<file path="config.mk">
export PLATFORM = sky130hd
export DESIGN_NAME = tsp_result_display
export DESIGN_NICKNAME = d
export VERILOG_FILES = /design/src/rtl/tsp_result_display.sv
export SDC_FILE = /design/constraint.sdc
export NUM_CORES = 1
export LEC_CHECK = 0
export ABC_AREA = 1
export ABC_CLOCK_PERIOD_IN_PS = 10000
export CORE_MARGIN = 2
export CORE_UTILIZATION = 54
export DETAILED_ROUTE_END_ITERATION = 6
export PLACE_DENSITY = 0.8
export SLEW_MARGIN = 20
export SYNTH_ARGS = -nofsm -noshare
export SYNTH_HDL_FRONTEND = slang
export SYNTH_SLANG_ARGS = --single-unit
</file>
<file path="constraint.sdc">
create_clock -name clk -period 10 [get_ports clk]
set_clock_uncertainty 0.2 [all_clocks]
set_input_delay 1.5 -clock clk [delete_from_list [all_inputs] [get_ports clk]]
set_output_delay 1.5 -clock clk [all_outputs]
set_load 0.02 [all_outputs]
</file>
<file path="src/rtl/tsp_result_display.sv">
// Result-stream consumer for the TSP solver: buffers one tour, converts its cost
// to BCD with a serial double-dabble, and drives six 7-segment digits plus LEDs.
module tsp_result_display #(
  parameter int MAX_CITIES = 16,
  parameter int CITY_W     = 4,
  parameter int COST_W     = 20,
  parameter int SCROLL_DIV = 25_000_000
) (
  input  logic              clk,
  input  logic              rst,
  input  logic              res_valid,
  output logic              res_ready,
  input  logic [CITY_W-1:0] res_city,
  input  logic              res_last,
  input  logic [COST_W-1:0] res_cost,
  input  logic [1:0]        SW,
  output logic [3:0]        LEDR,
  output logic [6:0]        HEX0,
  output logic [6:0]        HEX1,
  output logic [6:0]        HEX2,
  output logic [6:0]        HEX3,
  output logic [6:0]        HEX4,
  output logic [6:0]        HEX5
);

  localparam int CNT_W = $clog2(MAX_CITIES + 1);
  localparam int POS_W = (MAX_CITIES > 1) ? $clog2(MAX_CITIES) : 1;
  localparam int DIV_W = (SCROLL_DIV > 1) ? $clog2(SCROLL_DIV) : 1;
  localparam int BIT_W = $clog2(COST_W + 1);
  localparam int unsigned NDIG_RAW = (COST_W * 301) / 1000 + 1;
  localparam int unsigned NDIG     = (NDIG_RAW < 6) ? 6 : NDIG_RAW;
  localparam int BCD_W = 4 * NDIG;

  localparam logic [CNT_W-1:0] MAX_C    = CNT_W'(MAX_CITIES);
  localparam logic [DIV_W-1:0] DIV_LAST = DIV_W'(SCROLL_DIV - 1);
  localparam logic [BIT_W-1:0] BIT_LAST = BIT_W'(COST_W - 1);

  typedef enum logic [1:0] {S_IDLE, S_LOAD, S_CONV, S_SHOW} state_t;

  state_t             state_q, state_d;
  logic               ready_q, ready_d;
  logic [CITY_W-1:0]  tour_q [MAX_CITIES];
  logic [CITY_W-1:0]  tour_d [MAX_CITIES];
  logic [CNT_W-1:0]   cnt_q, cnt_d;
  logic [POS_W-1:0]   pos_q, pos_d;
  logic [DIV_W-1:0]   div_q, div_d;
  logic [COST_W-1:0]  cost_q, cost_d;
  logic [BCD_W-1:0]   bcd_q, bcd_d;
  logic [BIT_W-1:0]   bit_q, bit_d;
  logic               ovf_q, ovf_d;
  logic               sat_q, sat_d;
  logic [1:0]         sw_q, sw_d;
  logic [3:0]         ledr_q, ledr_d;
  logic [6:0]         hex_q [6];
  logic [6:0]         hex_d [6];

  logic               fire;
  logic [BCD_W-1:0]   bcd_adj, bcd_shift;
  logic               sat_hit;
  logic               lead;
  logic [3:0]         dig;
  logic [7:0]         pos_num, entry8;

  function automatic logic [6:0] seg7(input logic [3:0] v);
    case (v)
      4'h0: seg7 = 7'h40; 4'h1: seg7 = 7'h79; 4'h2: seg7 = 7'h24; 4'h3: seg7 = 7'h30;
      4'h4: seg7 = 7'h19; 4'h5: seg7 = 7'h12; 4'h6: seg7 = 7'h02; 4'h7: seg7 = 7'h78;
      4'h8: seg7 = 7'h00; 4'h9: seg7 = 7'h10; 4'hA: seg7 = 7'h08; 4'hB: seg7 = 7'h03;
      4'hC: seg7 = 7'h46; 4'hD: seg7 = 7'h21; 4'hE: seg7 = 7'h06; default: seg7 = 7'h0E;
    endcase
  endfunction

  always_comb begin
    state_d = state_q;
    tour_d  = tour_q;
    cnt_d   = cnt_q;
    pos_d   = pos_q;
    div_d   = div_q;
    cost_d  = cost_q;
    bcd_d   = bcd_q;
    bit_d   = bit_q;
    ovf_d   = ovf_q;
    sat_d   = sat_q;
    sw_d    = SW;
    fire    = res_valid && ready_q;

    bcd_adj = bcd_q;
    for (int unsigned i = 0; i < NDIG; i++)
      if (bcd_q[4*i +: 4] >= 4'd5) bcd_adj[4*i +: 4] = bcd_q[4*i +: 4] + 4'd3;
    bcd_shift = BCD_W'({bcd_adj, cost_q[COST_W-1]});
    sat_hit = 1'b0;
    for (int unsigned i = 6; i < NDIG; i++)
      if (bcd_shift[4*i +: 4] != 4'd0) sat_hit = 1'b1;

    case (state_q)
      S_LOAD: begin
        if (fire) begin
          if (cnt_q < MAX_C) begin
            tour_d[cnt_q[POS_W-1:0]] = res_city;
            cnt_d = cnt_q + CNT_W'(1);
          end else begin
            ovf_d = 1'b1;
          end
          if (res_last) begin
            cost_d  = res_cost;
            bcd_d   = '0;
            bit_d   = '0;
            state_d = S_CONV;
          end
        end
      end
      S_CONV: begin
        cost_d = {cost_q[COST_W-2:0], 1'b0};
        bcd_d  = bcd_shift;
        bit_d  = bit_q + BIT_W'(1);
        if (bit_q == BIT_LAST) begin
          state_d = S_SHOW;
          pos_d   = '0;
          div_d   = '0;
          if (sat_hit) begin
            bcd_d = '0;
            for (int unsigned i = 0; i < 6; i++) bcd_d[4*i +: 4] = 4'd9;
            sat_d = 1'b1;
          end
        end
      end
      default: begin
        // IDLE and SHOW share the tour-start path; SHOW additionally scrolls
        if (fire) begin
          tour_d[0] = res_city;
          cnt_d     = CNT_W'(1);
          ovf_d     = 1'b0;
          sat_d     = 1'b0;
          if (res_last) begin
            cost_d  = res_cost;
            bcd_d   = '0;
            bit_d   = '0;
            state_d = S_CONV;
          end else begin
            state_d = S_LOAD;
          end
        end else if (state_q == S_SHOW && !sw_q[1]) begin
          if (div_q == DIV_LAST) begin
            div_d = '0;
            if (CNT_W'(pos_q) + CNT_W'(1) >= cnt_q) pos_d = '0;
            else                                     pos_d = pos_q + POS_W'(1);
          end else begin
            div_d = div_q + DIV_W'(1);
          end
        end
      end
    endcase

    ready_d = (state_d != S_CONV);
  end

  always_comb begin
    for (int unsigned i = 0; i < 6; i++) hex_d[i] = 7'h7F;
    ledr_d  = {sat_q, ovf_q, state_q == S_SHOW, state_q == S_LOAD || state_q == S_CONV};
    lead    = 1'b1;
    dig     = '0;
    pos_num = 8'(pos_q) + 8'd1;
    entry8  = 8'(tour_q[pos_q]);
    case (state_q)
      S_IDLE: ;
      S_LOAD, S_CONV: for (int unsigned i = 0; i < 6; i++) hex_d[i] = 7'h3F;
      default: begin
        if (sw_q[0]) begin
          hex_d[5] = seg7(pos_num[7:4]);
          hex_d[4] = seg7(pos_num[3:0]);
          hex_d[1] = seg7(entry8[7:4]);
          hex_d[0] = seg7(entry8[3:0]);
        end else begin
          for (int unsigned k = 0; k < 6; k++) begin
            dig = bcd_q[4*(5-k) +: 4];
            if (k == 5 || dig != 4'd0 || !lead) begin
              lead = 1'b0;
              hex_d[5-k] = seg7(dig);
            end
          end
        end
      end
    endcase
  end

  always_ff @(posedge clk or posedge rst) begin
    if (rst) begin
      state_q <= S_IDLE;
      ready_q <= 1'b0;
      tour_q  <= '{default: '0};
      cnt_q   <= '0;
      pos_q   <= '0;
      div_q   <= '0;
      cost_q  <= '0;
      bcd_q   <= '0;
      bit_q   <= '0;
      ovf_q   <= 1'b0;
      sat_q   <= 1'b0;
      sw_q    <= '0;
      ledr_q  <= '0;
      hex_q   <= '{default: 7'h7F};
    end else begin
      state_q <= state_d;
      ready_q <= ready_d;
      tour_q  <= tour_d;
      cnt_q   <= cnt_d;
      pos_q   <= pos_d;
      div_q   <= div_d;
      cost_q  <= cost_d;
      bcd_q   <= bcd_d;
      bit_q   <= bit_d;
      ovf_q   <= ovf_d;
      sat_q   <= sat_d;
      sw_q    <= sw_d;
      ledr_q  <= ledr_d;
      hex_q   <= hex_d;
    end
  end

  assign res_ready = ready_q;
  assign LEDR      = ledr_q;
  assign HEX0      = hex_q[0];
  assign HEX1      = hex_q[1];
  assign HEX2      = hex_q[2];
  assign HEX3      = hex_q[3];
  assign HEX4      = hex_q[4];
  assign HEX5      = hex_q[5];

endmodule
</file>
==> flow_summary_export.csv <==
group,metric,value,unit
clocking,clk_latency,0.51,ns
timing,rsz0062_at_grt,"false",
clocking,post_cts.repair.setup_buffers,0,
synth,ys_warn_count,0,
placement,post-dp-hpwl,19.5,mm
synth,synth_compound_area_frac,0.147,
setup_path,max_stage_delay,0.40,ns
synth,async_flop_share,1.00,
timing,setup_ws,6.43,ns
synth,synth-simple-area-share,0.243,
setup_path,crit_chain,"clkdlybuf4s50_1 > nand2_1 > nand2_1 > o21ai_1 > nand2_1 > inv_2 > nand2_1 > inv_2 > nand3_1 > nand2_1",
timing,fmax,280,MHz
pwr,power,0.00386,W
floorplan,die_h,151,µm
setup_path,timing_worst_setup_path_type,"in -> reg",
synth,synth_edf_count,0,
finish,final_common_cell,"nand2_1",
pwr,p_per_area,288,mW/mm²
timing,maxSlewViolCount,0,
synth,synthXorXnorAreaFrac,0.0104,
finish,drive_gt1_frac,0.0867,
setup_path,crit_fanout,18,
finish,stdcell_count,1844,
clocking,cts_tree,"done",
floorplan,rows,53,
routing,drtIter0Drc,818,
pwr,leakage,6.11,nW
grt,grt_remaining_overflow,0,
min_path,hold_class,"reg -> reg",
synth,yosys_most_used_dff,"dfrtp_1",
clocking,clk_pin_slew,0.06,ns
clocking,htreeDepth,1,
floorplan,die_w,151,µm
placement,portBuffers,76,
setup_path,cpMaxStageDelayCell,"clkdlybuf4s50_1",
grt,grt_first_pass_wirelength,47.6,mm
floorplan,num_io_pins,77,
finish,areaGrowthSynthToFinish,14.4,%
synth,ys_types,51,
timing,tns,0,ns
synth,synth_top_family_by_area,"simple AND/OR/NAND/NOR gates",
clocking,cts_hold_buf,0,
grt,antenna_found_initial,0,
setup_path,cp-start-kind,"primary input",
grt,grt_max_degree,133,
grt,grt_use_total,0.254,
job,maxCapViolations,0,
pwr,vdd.ir_drop.worst,0.000155,V
finish,diodes,0,
routing,vias_per_cell,5.61,
synth,synth_seq_cells,204,
finish,layout_common_cells,"nand2_1, inv_1, dfrtp_1",
routing,drt_wl_total,28.4,mm
timing,finalCriticalPeriod,3.57,ns
setup_path,crit_top_cell,"nand2_1",
finish,layout.nets,1655,
timing,fin_hold_ws,0.238,ns
setup_path,worst-endpoint-arrival,3.82,ns
floorplan,core_area,0.0212,mm²
clocking,clkSinkCount,204,
setup_path,crit_required,10.25,ns
synth,synth_area_per_cell,7.87,µm²
routing,drtAntennaViolNets,0,
synth,synth_area,0.0117,mm²
routing,vias,10300,
routing,wire_per_inst,15.4,µm
grt,grt_pass1_vias,9862,
routing,drc,0,
placement,place_ws,5.91,ns
setup_path,worstSetupEndpointType,"register",
clocking,cts_root_buffer,"clkbuf_16",
placement,place_inst,1803,
timing,slew_headroom,0.386,
synth,ys_seq_area_frac,0.439,
synth,syn_nets,1593,
timing,worst-slew-pin-transition,0.921,ns
timing,hold_viol_final,0,
clocking,clockBufferDepth,3,
routing,drtPass1Iterations,5,
synth,syn_inst,1491,
timing,finalSetupViolCount,0,
floorplan,start_util,0.555,
synth,synthAdderAreaFrac,0.0768,
clocking,cts-resized-gates,0,
placement,gp_congestion,0.920,
synth,muxShareOfSynthArea,0,
outcome,status,"finished, final reports clean",
timing,fin_crit_sh,0.357,
clocking,numCtsBuffers,23,
floorplan,die-area,0.0229,mm²
-- routing by layer --
layer	vias up	global-route usage	wire length, µm
li1	5024	-	-
met1	4919	0.347	12500
met2	348	0.424	13500
met3	58	0.0292	1690
met4	0	0.0804	716
met5	-	0	0
-- sequential cells by signal (all words and copies together) (netlist names) --
name,cells
tour_q,64
bcd_q,28
div_q,25
cost_q,20
HEX0,7
HEX1,7
HEX2,7
HEX3,7
HEX4,7
HEX5,7
bit_q,5
cnt_q,5
LEDR,4
pos_q,4
state_q,2
sw_q,2
ovf_q,1
res_ready,1
sat_q,1
-- per-stage QoR --
| step | area, µm² | utilization |
|---|---|---|
| 6_report | 13400 | 0.635 |
| 5_1_grt | 13400 | 0.635 |
| 4_1_cts | 13400 | 0.635 |
| 3_5_place_dp | 12600 | 0.597 |
| 3_3_place_gp | 12600 | 0.597 |
| 2_1_floorplan | 11700 | - |
-- where the power goes --
group / total (W) / switching [W] / internal (W) / leakage, nW
Sequential: 0.00129 / 0.000192 / 0.00109 / 2.58
Combinational: 0.00168 / 0.00109 / 0.000590 / 3.15
Clock: 0.000891 / 0.000343 / 0.000548 / 0.389
-- cells in the mapped netlist (4+ instances only) --
library cell | number | area share
nand2_1 | 369 | 0.12
inv_1 | 174 | 0.056
dfrtp_1 | 162 | 0.35
o21ai_0 | 149 | 0.064
nor2_1 | 120 | 0.038
nand3_1 | 88 | 0.038
ha_1 | 72 | 0.077
a21oi_1 | 47 | 0.020
dfstp_2 | 42 | 0.094
o22ai_1 | 38 | 0.020
nor3_1 | 28 | 0.012
buf_2 | 15 | 0.0064
a31oi_1 | 13 | 0.0069
clkbuf_1 | 13 | 0.0042
nand4_1 | 13 | 0.0069
xor2_1 | 12 | 0.0090
nor2_2 | 11 | 0.0059
o21ai_1 | 11 | 0.0047
inv_2 | 10 | 0.0032
buf_4 | 8 | 0.0051
o31ai_1 | 8 | 0.0051
o211ai_1 | 7 | 0.0045
clkinv_1 | 6 | 0.0019
nand2_2 | 6 | 0.0032
a211oi_1 | 5 | 0.0032
a221oi_1 | 5 | 0.0037
buf_6 | 5 | 0.0048
nor3_2 | 5 | 0.0043
a22oi_1 | 4 | 0.0026
nand3_2 | 4 | 0.0034
o221ai_1 | 4 | 0.0030
-- logic make-up (layout without fill, tap and decap cells) --
| group | count (synthesis) | in the layout |
|---|---|---|
| AND/OR/NAND/NOR | 661 | 661 |
| adder cells (fa/ha/maj) | 72 | 72 |
| flip-flops | 204 | 204 |
| XOR/XNOR | 14 | 14 |
| buffers and inverters | 237 | 315 |
| AO/OA/AOI/OAI | 303 | 303 |
-- final cells by class --
type	count	area [µm²]
Fill cell	1789	7730
Multi-Input combinational cell	1050	5590
Sequential cell	204	5160
Timing Repair Buffer	80	791
Inverter	194	744
Clock buffer	29	628
Tap cell	275	344
Clock inverter	12	169
-- path summary, 6_finish.rpt --
check / startpoint / end / slack [ns] / cells after the start
setup / recovery: res_valid / pos_q[1] / 6.43 / 10
setup reg to reg: state_q[0] / pos_q[1] / 6.94 / 11
max in group asynchronous: rst / div_q[0] / 6.84 / 3
hold reg to reg: ovf_q / LEDR[2] / 0.24 / 0
hold / removal: ovf_q / LEDR[2] / 0.24 / 0
min in group asynchronous: rst / cnt_q[4] / 1.33 / 2
-- critical path: cells and delay by family --
family / cells / cell delay [ns]
AO/OA/AOI/OAI: 1 / 0.11
AND/OR/NAND/NOR: 6 / 1.10
buffers and inverters: 3 / 1.10
(Power assumes the default switching activity.)
